--- src/rtl/key_entry_sequencer.sv ---
// key_entry_sequencer: debounces the four push-buttons and walks the user
// through entering operand A, operand B and an opcode from the switches,
// then offers the captured request downstream over a valid/ready handshake.
module key_entry_sequencer #(
    parameter int N               = 4,
    parameter int DEBOUNCE_CYCLES = 240_000
) (
    input  logic                clk,
    input  logic                rst_n,
    input  logic [N-1:0]        SW,
    input  logic [3:0]          KEY,
    output logic signed [N-1:0] a_out,
    output logic signed [N-1:0] b_out,
    output logic [3:0]          op_out,
    output logic                req_valid,
    input  logic                req_ready,
    output logic [1:0]          stage,
    output logic                has_prev,
    output logic [7:0]          req_count,
    output logic [3:0]          key_pulse
);

    localparam int CW = $clog2(DEBOUNCE_CYCLES);
    localparam logic [CW-1:0] CNT_LAST = CW'(DEBOUNCE_CYCLES - 1);

    typedef enum logic [3:0] {
        OP_ADD, OP_SUB, OP_MULT, OP_DIV, OP_MOD,
        OP_AND, OP_OR, OP_XOR, OP_LSHIFT, OP_RSHIFT
    } opcode_t;

    typedef enum logic [1:0] {
        GET_A  = 2'd0,
        GET_B  = 2'd1,
        SEL_OP = 2'd2,
        ISSUE  = 2'd3
    } state_t;

    logic [3:0]    sync1, sync2, level;
    logic [CW-1:0] cnt [4];

    state_t  state, state_next;
    opcode_t op_q;

    logic win_clear, win_commit, win_next, win_repeat;

    // Per-key synchronizer, stability counter and press-edge pulse.
    always_ff @(posedge clk) begin
        if (!rst_n) begin
            sync1     <= '1;
            sync2     <= '1;
            level     <= '1;
            key_pulse <= '0;
            for (int unsigned i = 0; i < 4; i++) begin
                cnt[i] <= '0;
            end
        end else begin
            sync1     <= KEY;
            sync2     <= sync1;
            key_pulse <= '0;
            for (int unsigned i = 0; i < 4; i++) begin
                if (sync2[i] != level[i]) begin
                    if (cnt[i] == CNT_LAST) begin
                        level[i]     <= sync2[i];
                        cnt[i]       <= '0;
                        key_pulse[i] <= ~sync2[i];
                    end else begin
                        cnt[i] <= cnt[i] + CW'(1);
                    end
                end else begin
                    cnt[i] <= '0;
                end
            end
        end
    end

    // Resolve simultaneous pulses: clear > commit > next > repeat.
    always_comb begin
        win_clear  = key_pulse[2];
        win_commit = key_pulse[0] & ~key_pulse[2];
        win_next   = key_pulse[1] & ~key_pulse[2] & ~key_pulse[0];
        win_repeat = key_pulse[3] & ~(|key_pulse[2:0]);
    end

    // State register.
    always_ff @(posedge clk) begin
        if (!rst_n) begin
            state <= GET_A;
        end else begin
            state <= state_next;
        end
    end

    // Next-state logic; ISSUE ignores every key and waits for the transfer.
    always_comb begin
        state_next = state;
        case (state)
            GET_A: begin
                if (win_clear)                   state_next = GET_A;
                else if (win_commit)             state_next = GET_B;
                else if (win_repeat && has_prev) state_next = ISSUE;
            end
            GET_B: begin
                if (win_clear)       state_next = GET_A;
                else if (win_commit) state_next = SEL_OP;
            end
            SEL_OP: begin
                if (win_clear)       state_next = GET_A;
                else if (win_commit) state_next = ISSUE;
            end
            ISSUE: begin
                if (req_ready) state_next = GET_A;
            end
            default: state_next = GET_A;
        endcase
    end

    // Captured operands, opcode selection and transfer bookkeeping.
    always_ff @(posedge clk) begin
        if (!rst_n) begin
            a_out     <= '0;
            b_out     <= '0;
            op_q      <= OP_ADD;
            req_count <= '0;
            has_prev  <= 1'b0;
        end else begin
            if (state == GET_A && win_commit) begin
                a_out <= SW;
            end
            if (state == GET_B && win_commit) begin
                b_out <= SW;
            end
            if (state == SEL_OP && win_next) begin
                op_q <= (op_q == OP_RSHIFT) ? OP_ADD : opcode_t'(op_q + 4'd1);
            end
            if (state == ISSUE && req_ready) begin
                req_count <= req_count + 8'd1;
                has_prev  <= 1'b1;
            end
        end
    end

    // Moore outputs.
    always_comb begin
        req_valid = (state == ISSUE);
        stage     = state;
        op_out    = op_q;
    end

endmodule

--- config.mk ---
export PLATFORM = sky130hd
export DESIGN_NAME = key_entry_sequencer
export DESIGN_NICKNAME = d
export VERILOG_FILES = /design/src/rtl/key_entry_sequencer.sv
export SDC_FILE = /design/constraint.sdc
export NUM_CORES = 1
export LEC_CHECK = 0
export CELL_PAD_IN_SITES_DETAIL_PLACEMENT = 2
export CELL_PAD_IN_SITES_GLOBAL_PLACEMENT = 2
export CORE_MARGIN = 2
export CORE_UTILIZATION = 39
export DETAILED_ROUTE_END_ITERATION = 12
export PLACE_DENSITY_LB_ADDON = 0.1
export SLEW_MARGIN = 20
export SYNTH_ARGS = -nofsm -noshare
export SYNTH_HDL_FRONTEND = slang
export SYNTH_SLANG_ARGS = --single-unit
--- constraint.sdc ---
create_clock -name clk -period 2.1 [get_ports clk]
set_input_delay 0.63 -clock clk [delete_from_list [all_inputs] [get_ports clk]]
set_output_delay 0.63 -clock clk [all_outputs]
set_load 0.03 [all_outputs]
## Yosys cells after proc, flatten, opt, wreduce, memory -nomap -nowiden

Memories as Yosys holds them, arrays and structs flattened.
Index checks and enable logic that the tools add are counted.

- Input bits: 11
- Bits in registers: 39
- Memories kept: 1
- Memory bits (writable): 72
- Word-level logic and storage cells: 145
- Output and inout port bits: 28

Memories:

| memory | depth | bits a word | read ports | clocked after Yosys merged registers in | wr ports | RTL line | RTL |
|---|---|---|---|---|---|---|---|
| cnt | 4 | 18 | 4 | 0 | 4 | 39 | `logic [CW-1:0] cnt [4];` |

- Reduce and logical (&&, ||, !) cells: 16
- Add/sub/neg operators: 6
- Equal/unequal tests: 16
- Bitwise operators: 23
- Multiplexer cells: 67

Operator list:

| cell | count |
|---|---|
| 18-bit two-way mux | 12 |
| 18-bit by 1-bit adder with 18-bit output (second input constant) | 4 |
| 18-bit equality test (second input constant) | 4 |
| 1-bit two-way mux | 45 |
| 2-bit two-way mux | 8 |
| 1-bit bitwise OR | 12 |
| 3-bit AND reduction | 4 |
| 8-bit by 1-bit adder with 8-bit output (second input constant) | 1 |
| 2-bit case mux with 4 select lines | 1 |
| 2-bit AND reduction | 4 |
| 1-bit inverter | 7 |
| 3-bit inequality test (second input constant) | 2 |
| 1-bit logical AND | 5 |
| 4-bit by 1-bit adder with 4-bit output (second input constant) | 1 |
| 1-bit AND | 4 |
| 2-bit equality test (second input constant) | 2 |
| 4-bit equality test (second input constant) | 1 |
| 4-bit two-way mux | 1 |
| 1-bit inequality test | 4 |
| 4-bit inequality test (second input constant) | 1 |
| 4-bit AND reduction | 1 |
| 3-bit OR reduction | 1 |
| 2-bit by 1-bit equality test with 1-bit output (second input constant) | 1 |
| 2-bit logical NOT | 1 |
| 2-bit by 1-bit inequality test with 1-bit output (second input constant) | 1 |

## Depth between registers and ports, before layout

- Word-level depth: 8
- Depth in mapped cells: 7
- Gate-level depth less buffers: 5

## Worst setup path after synthesis

No wires, ideal clock.

- Path kind: register -> register
- Start: mem cnt[0][0] (netlist name)
- End: mem cnt[0][12] (netlist name), data pin
- Arrival: 1669 ps
- Period minus slack after synthesis: 1924 ps
- Required time: 1846 ps
- Library setup time: 254 ps
- Stages on the path, launching flop included: 7
- Setup slack: 176 ps
- Path buffers: 1
- Cells stage by stage: edfxtp_1 > ha_1 > nand4_1 > nor4_1 > a21o_1 > buf_4 > nor2_1

RTL lines:

| element | RTL line |
|---|---|
| start: declaration | 39 |

## Worst setup path after layout

- Start: reg op_q[3], in the netlist op_out[3]
- End: out op_out[3]

RTL lines:

| element | RTL line | RTL |
|---|---|---|
| start: declaration | 42 | `opcode_t op_q;` |
| start signal: assignment | 133 | `op_q <= (op_q == OP_RSHIFT) ? OP_ADD : opcode_t'(op_q + 4'd1);` |
| end: declaration | 14 | `output logic [3:0] op_out,` |

No word-level cell between the ends.

==> flow_summary.toml <==
[synthesis]
syn_avg_cell_area_um2 = 10.4
synth_top_area_share_pct = 39.1
ys.flop_type = "edfxtp_1"
synth_top_family_by_area = "simple AND/OR/NAND/NOR gates"
ys_top_cells_by_area = "edfxtp_1, dfxtp_1, nor2_1, xnor2_1, xor2_1"
synth_area_um2 = 5530
synth_fa_ha_area_share_pct = 1.13
ys_ff_latch = 111
synthDistinctLibCells = 54
synth_xor_area_share_pct = 10.6
muxShareOfSynthArea_pct = 1.63
seq_area_frac_synth_pct = 53.2
yosysTopAreaCell = "edfxtp_1"
syn_inst = 534
ys_async_sr_fraction_pct = 0
ys_warn_count = 0
synth_compound_area_share_pct = 4.50
synth_edf_count = 72
yosys.area_share.simple_pct = 26.3

[worst_setup_path]
worst-path-buf-inv = 1
crit_required_ns = 1.47
end_kind = "primary output"
crit_fanout = 4
slowest_delay_ns = 0.69
critPathKind = "register to primary output"
critPathTopFamily = "buffers and inverters"
start_kind = "register"
startpoint = "op_out[3]"
slowest_stage = "clkdlybuf4s50_1"
reg2reg_from = "cnt[0][0]"
cp_cell_sequence = "clkdlybuf4s50_1"
cp.arrival_ns = 1.42

[detailed_routing]
detail_route.first_pass.iterations = 4
drc = 0
wirelength_um = 14500
drt_iter0_markers = 209
vias_per_cell = 5.08
antenna_left = 0
wl_per_cell_um = 17.0
vias = 4342

[cells_and_area]
multi_input_comb_area_um2 = 2720
largest_reg_flops = 72
drive_gt1_share_pct = 9.20
syn_to_final_growth_pct = 24.5
final_util_pct = 49.6
seqCellArea_um2 = 2940
reg_top3 = "cnt: 72 flops, req_count: 8 flops"
largest_register = "cnt"
fill_cells = 1495
stdcell_area_um2 = 6880
final_net_count = 685
antennaDiodeCount = 0

[sta]
relSlewSlack_pct = 63.7
rsz0062_at_grt = "no"
setup_tns_ns = 0
hold_violations = 0
setup_violations = 0
max_slew.worst_pin.slew_ns = 0.540
skew_ns = 0.00574
period_share_pct = 97.5
slew_viol_final = 0
fin_ws_ns = 0.0521
fin_crit_ns = 2.05
clock.fmax_mhz = 488

[hold_path]
hp-class = "register to register"
min_from = "sync1[2]"

[grt]
first_global_vias = 4804
grt_usage_pct = 20.4
grt_max_degree = 25
grt_first_pass_wirelength_um = 24200
grt-ovfl-total = 0
antenna_found_initial = 0

[clock_tree]
cts_setup_buffers = 0
cts_buffers = 9
clkTransAtPathRegs_ns = 0.07
cts_max_level = 3
worst_skew_pair.late_latency_ns = 0.35
cts_hold_buf = 0
cts_tree = "yes"
clk_path_buf_depth = 2
clkSinkCount = 111
cts-root-buf = "clkbuf_16"

[placement]
pre_cts_ws_ns = -0.0493
gp_congestion = 0.780
place_hpwl_um = 10700
placed_area_um2 = 6600
port_buffers = 38

[floorplan]
rows = 43
fp.dieArea_um2 = 15100
die_height_um = 123
die_width_um = 123
core-area_um2 = 13900
start_util_pct = 39.8
num_io_pins = 39

[run]
cap_violations = 0

[pwr]
powerDensity_nw_per_um2 = 628
power_mw = 4.32
leakage_nw = 2.55
ir_drop_mv = 0.377

[status]
status = "finished, final reports clean"
layout make-up:
class / instances / share of cell area, %
sequential: 111 / 42.7
multi-input combinational: 465 / 39.5
timing repair buffer: 70 / 9.78
clock buffer: 11 / 3.53
tap: 180 / 3.27
inverter: 12 / 0.654
clock inverter: 5 / 0.473
through the flow:
stage          hold WS, ns  instances
3_5_place_dp         0.403        838
6_report             0.419        854
4_1_cts              0.425        854
5_1_grt              0.445        854
2_1_floorplan        0.386        605
3_3_place_gp         0.392        838
placed cells by master (no fill, tap or decap), drive strengths merged, types with 4 or more instances in the layout:
master         instances
dlygate4sd2           10
xnor2                 38
dlymetal6s2s           6
o211ai                 4
clkbuf                11
nand2b                 8
ha                     5
nor3                  14
conb                  72
nor2                  92
nand3                 31
dfxtp                 39
nor4                  19
nand2                 33
and4                   6
clkdlybuf4s50         22
mux2i                  9
or3                    8
a21oi                 14
and3                   9
xor2                  29
o21ai                 11
inv                   13
nand4                 27
clkinv                 4
edfxtp                72
or4                    6
buf                   32
what timing repair did:
item,CTS,global route
endpoints found under the setup margin,10,22
endpoints found under the hold margin,0,0
gates resized for setup,10,8
path summary, 6_finish.rpt:
path | end | slack, ns | cells after the start
min reg2reg | sync2[2] | 0.42 | 1
max reg2reg | cnt[0][11] | 0.14 | 7
min | sync2[2] | 0.42 | 1
max | op_out[3] | 0.05 | 1
cell usage after synthesis (all sizes together) (3+ instances only):
cell,n
xnor2,38
edfxtp,72
dfxtp,39
nand4,27
nand2,33
and4,6
or4,6
mux2i,9
o211ai,4
a21oi,14
nor4,19
nor2b,3
nor2,92
and3,9
inv,12
nor3,14
xor2,29
and2,3
ha,5
clkbuf,11
nand3,31
nor4bb,3
buf,6
or3,8
o21ai,11
nand2b,8
per-layer routing:
metal,up-vias,GRT usage (%),part of all wire [%]
li1,2123,-,-
met4,0,3.84,0.79
met2,41,37.3,52
met5,-,0,0
met1,2170,24.8,45
met3,8,4.15,2.3
logic make-up (layout without fill, tap and decap cells):
group           Yosys count  in the layout
mux                       9              9
fa+ha+maj                 5              5
other cells               1             72
flops                   111            111
compound gates           39             39
xor+xnor                 67             67
simple gates            273            273
buf+inv                  29             98
report_power, final:
group          switching, mW  internal, mW
Sequential            0.0798          2.39
Combinational          0.125        0.0978
Clock                  0.794         0.839
Power figures use the tool's default switching activity.
==> edit, RTL diff (same settings) <==
Register the input `KEY` before use, cleared by the reset. The logic sees it one clock later. The other inputs are not delayed to match.
--- a/src/rtl/key_entry_sequencer.sv
+++ b/src/rtl/key_entry_sequencer.sv
@@ -37,2 +37,12 @@
 
+    logic [3:0] KEY_q;
+
+    always_ff @(posedge clk) begin
+        if (!rst_n) begin
+            KEY_q <= '0;
+        end else begin
+            KEY_q <= KEY;
+        end
+    end
+
     logic [3:0]    sync1, sync2, level;
@@ -56,3 +66,3 @@
         end else begin
-            sync1     <= KEY;
+            sync1     <= KEY_q;
             sync2     <= sync1;
Behaviour: same outputs for any inputs over 10 cycles, from zero or initial values and one cycle with rst_n low; that may be too few to reach the edited logic, so the function may still have changed.
==> edit against the original RTL <==
- worst setup slack got worse by 0.0032 ns
- critical endpoint is now level[2]
- highest routed layer unchanged
- cell area is 7.5% higher
- routed wire length is 20% higher
- combinational power rose by 29%
- synthesized area grew 1.3%
- die area grew 1.3%
- power increased by 32%
- sequential cell count grew 4
==> edit: results <==
set metrics [dict create \
    powerSeq_mw 2.56 \
    path_delay_family "simple AND/OR/NAND/NOR gates" \
    nFillCells 1427 \
    synthAdderAreaFrac_pct 1.12 \
    leakagePower_nw 2.83 \
    p_sw_share_pct 22.5 \
    synth_compound_area_share_pct 4.20 \
    htree_levels 4 \
    worstReg2RegEnd "level[2]" \
    wl_met2_um 9380 \
    drt-total-wl_um 17400 \
    slowest_stage "or4_1" \
    fin_hold_ws_ns 0.424 \
    critPathKind "reg -> reg" \
    synth_area_leaders "edfxtp_1 39%, dfxtp_1 15%, xnor2_1 6.9%" \
    drt-initial-drc-count 202 \
    grtUsageMet3_pct 4.30 \
    clockRootBuffer "clkbuf_16" \
    power_frac_seq_pct 45.0 \
    gp_congestion 0.767 \
    grt_pass1_wl_um 27800 \
    wirelength_met1_um 7040 \
    pg_clk_mw 2.84 \
    slew_headroom_pct 58.0 \
    min_to "sync1[1]" \
    rr_startpoint "cnt[2][12]" \
    critPathMaxStageDelay_ns 0.61 \
    ff2ff_setup_slack_ns 0.05 \
    outcome "completed" \
    avgSynthCellArea_um2 10.5 \
    vdd_drop_max_uv 468 \
    grt_max_degree 19 \
    hold_violations 0 \
    area_growth_pct 32.2 \
    pre_cts_ws_ns -0.179 \
    cp.arrival_ns 2.36 \
    finish.net_count 707 \
    synth-seq-area-share_pct 54.0 \
    fin_worst_skew_ns 0.00944 \
    drive_above_1_share_pct 13.8 \
    grt_util_met1_pct 27.5 \
    clock_latency_ns 0.42 \
    globalRouteMet2Util_pct 45.0 \
    grt_pass1_vias 5124 \
    dp.cells 850 \
    synth_xor_area_share_pct 10.6 \
    dpl.hpwl_um 11000 \
    highest_layer "met4" \
    synth.area.mux_share_pct 2.14 \
    route.met3.wl_um 517 \
    placed_area_um2 6740 \
    viasPerCell 5.19 \
    grt_util_all_layers_pct 24.3 \
    wl_per_cell_um 19.7 \
    yosys-top-cells-count "88 x nor2_1, 72 x edfxtp_1, 44 x xnor2_1" \
    min_from "KEY_q[1]" \
    cts_buffers 17 \
    cp_max_fo 2 \
]
[edit: cell types whose count changed after synthesis, sizes merged, moves of 5 or more]
cell	before	now
xnor2	38	44
inv	12	20
xor2	29	24
o21ai	11	6
and3	9	4
nand3	31	26
[edit: cell type report]
class	count	share of cell area, %
flip-flops and latches	115	40.8
multi-input cells	452	37.2
repair buffers	85	10.1
clock buffers	30	7.66
well taps	180	3.04
inverters	20	1.01
clock inverters	2	0.135
[edit: repair_timing]
action	4_1_cts	5_1_grt
buffers inserted	0	2
gates resized for setup	30	5
setup endpoints to repair	92	32
pin swaps	3	2
hold buffers	0	0
[edit: how the worst max path moves through the flow]
stage / start / slack [ns] / to
detailed placement: cnt[0][12] / -0.18 / cnt[0][7]
global placement: cnt[0][12] / -0.03 / cnt[0][10]
CTS: b_out[0] / 0.002 / b_out[0]
finish: cnt[2][12] / 0.05 / level[2]
global route: cnt[2][7] / -0.03 / cnt[2][16]
floorplan: cnt[3][0] / 0.19 / cnt[3][10]
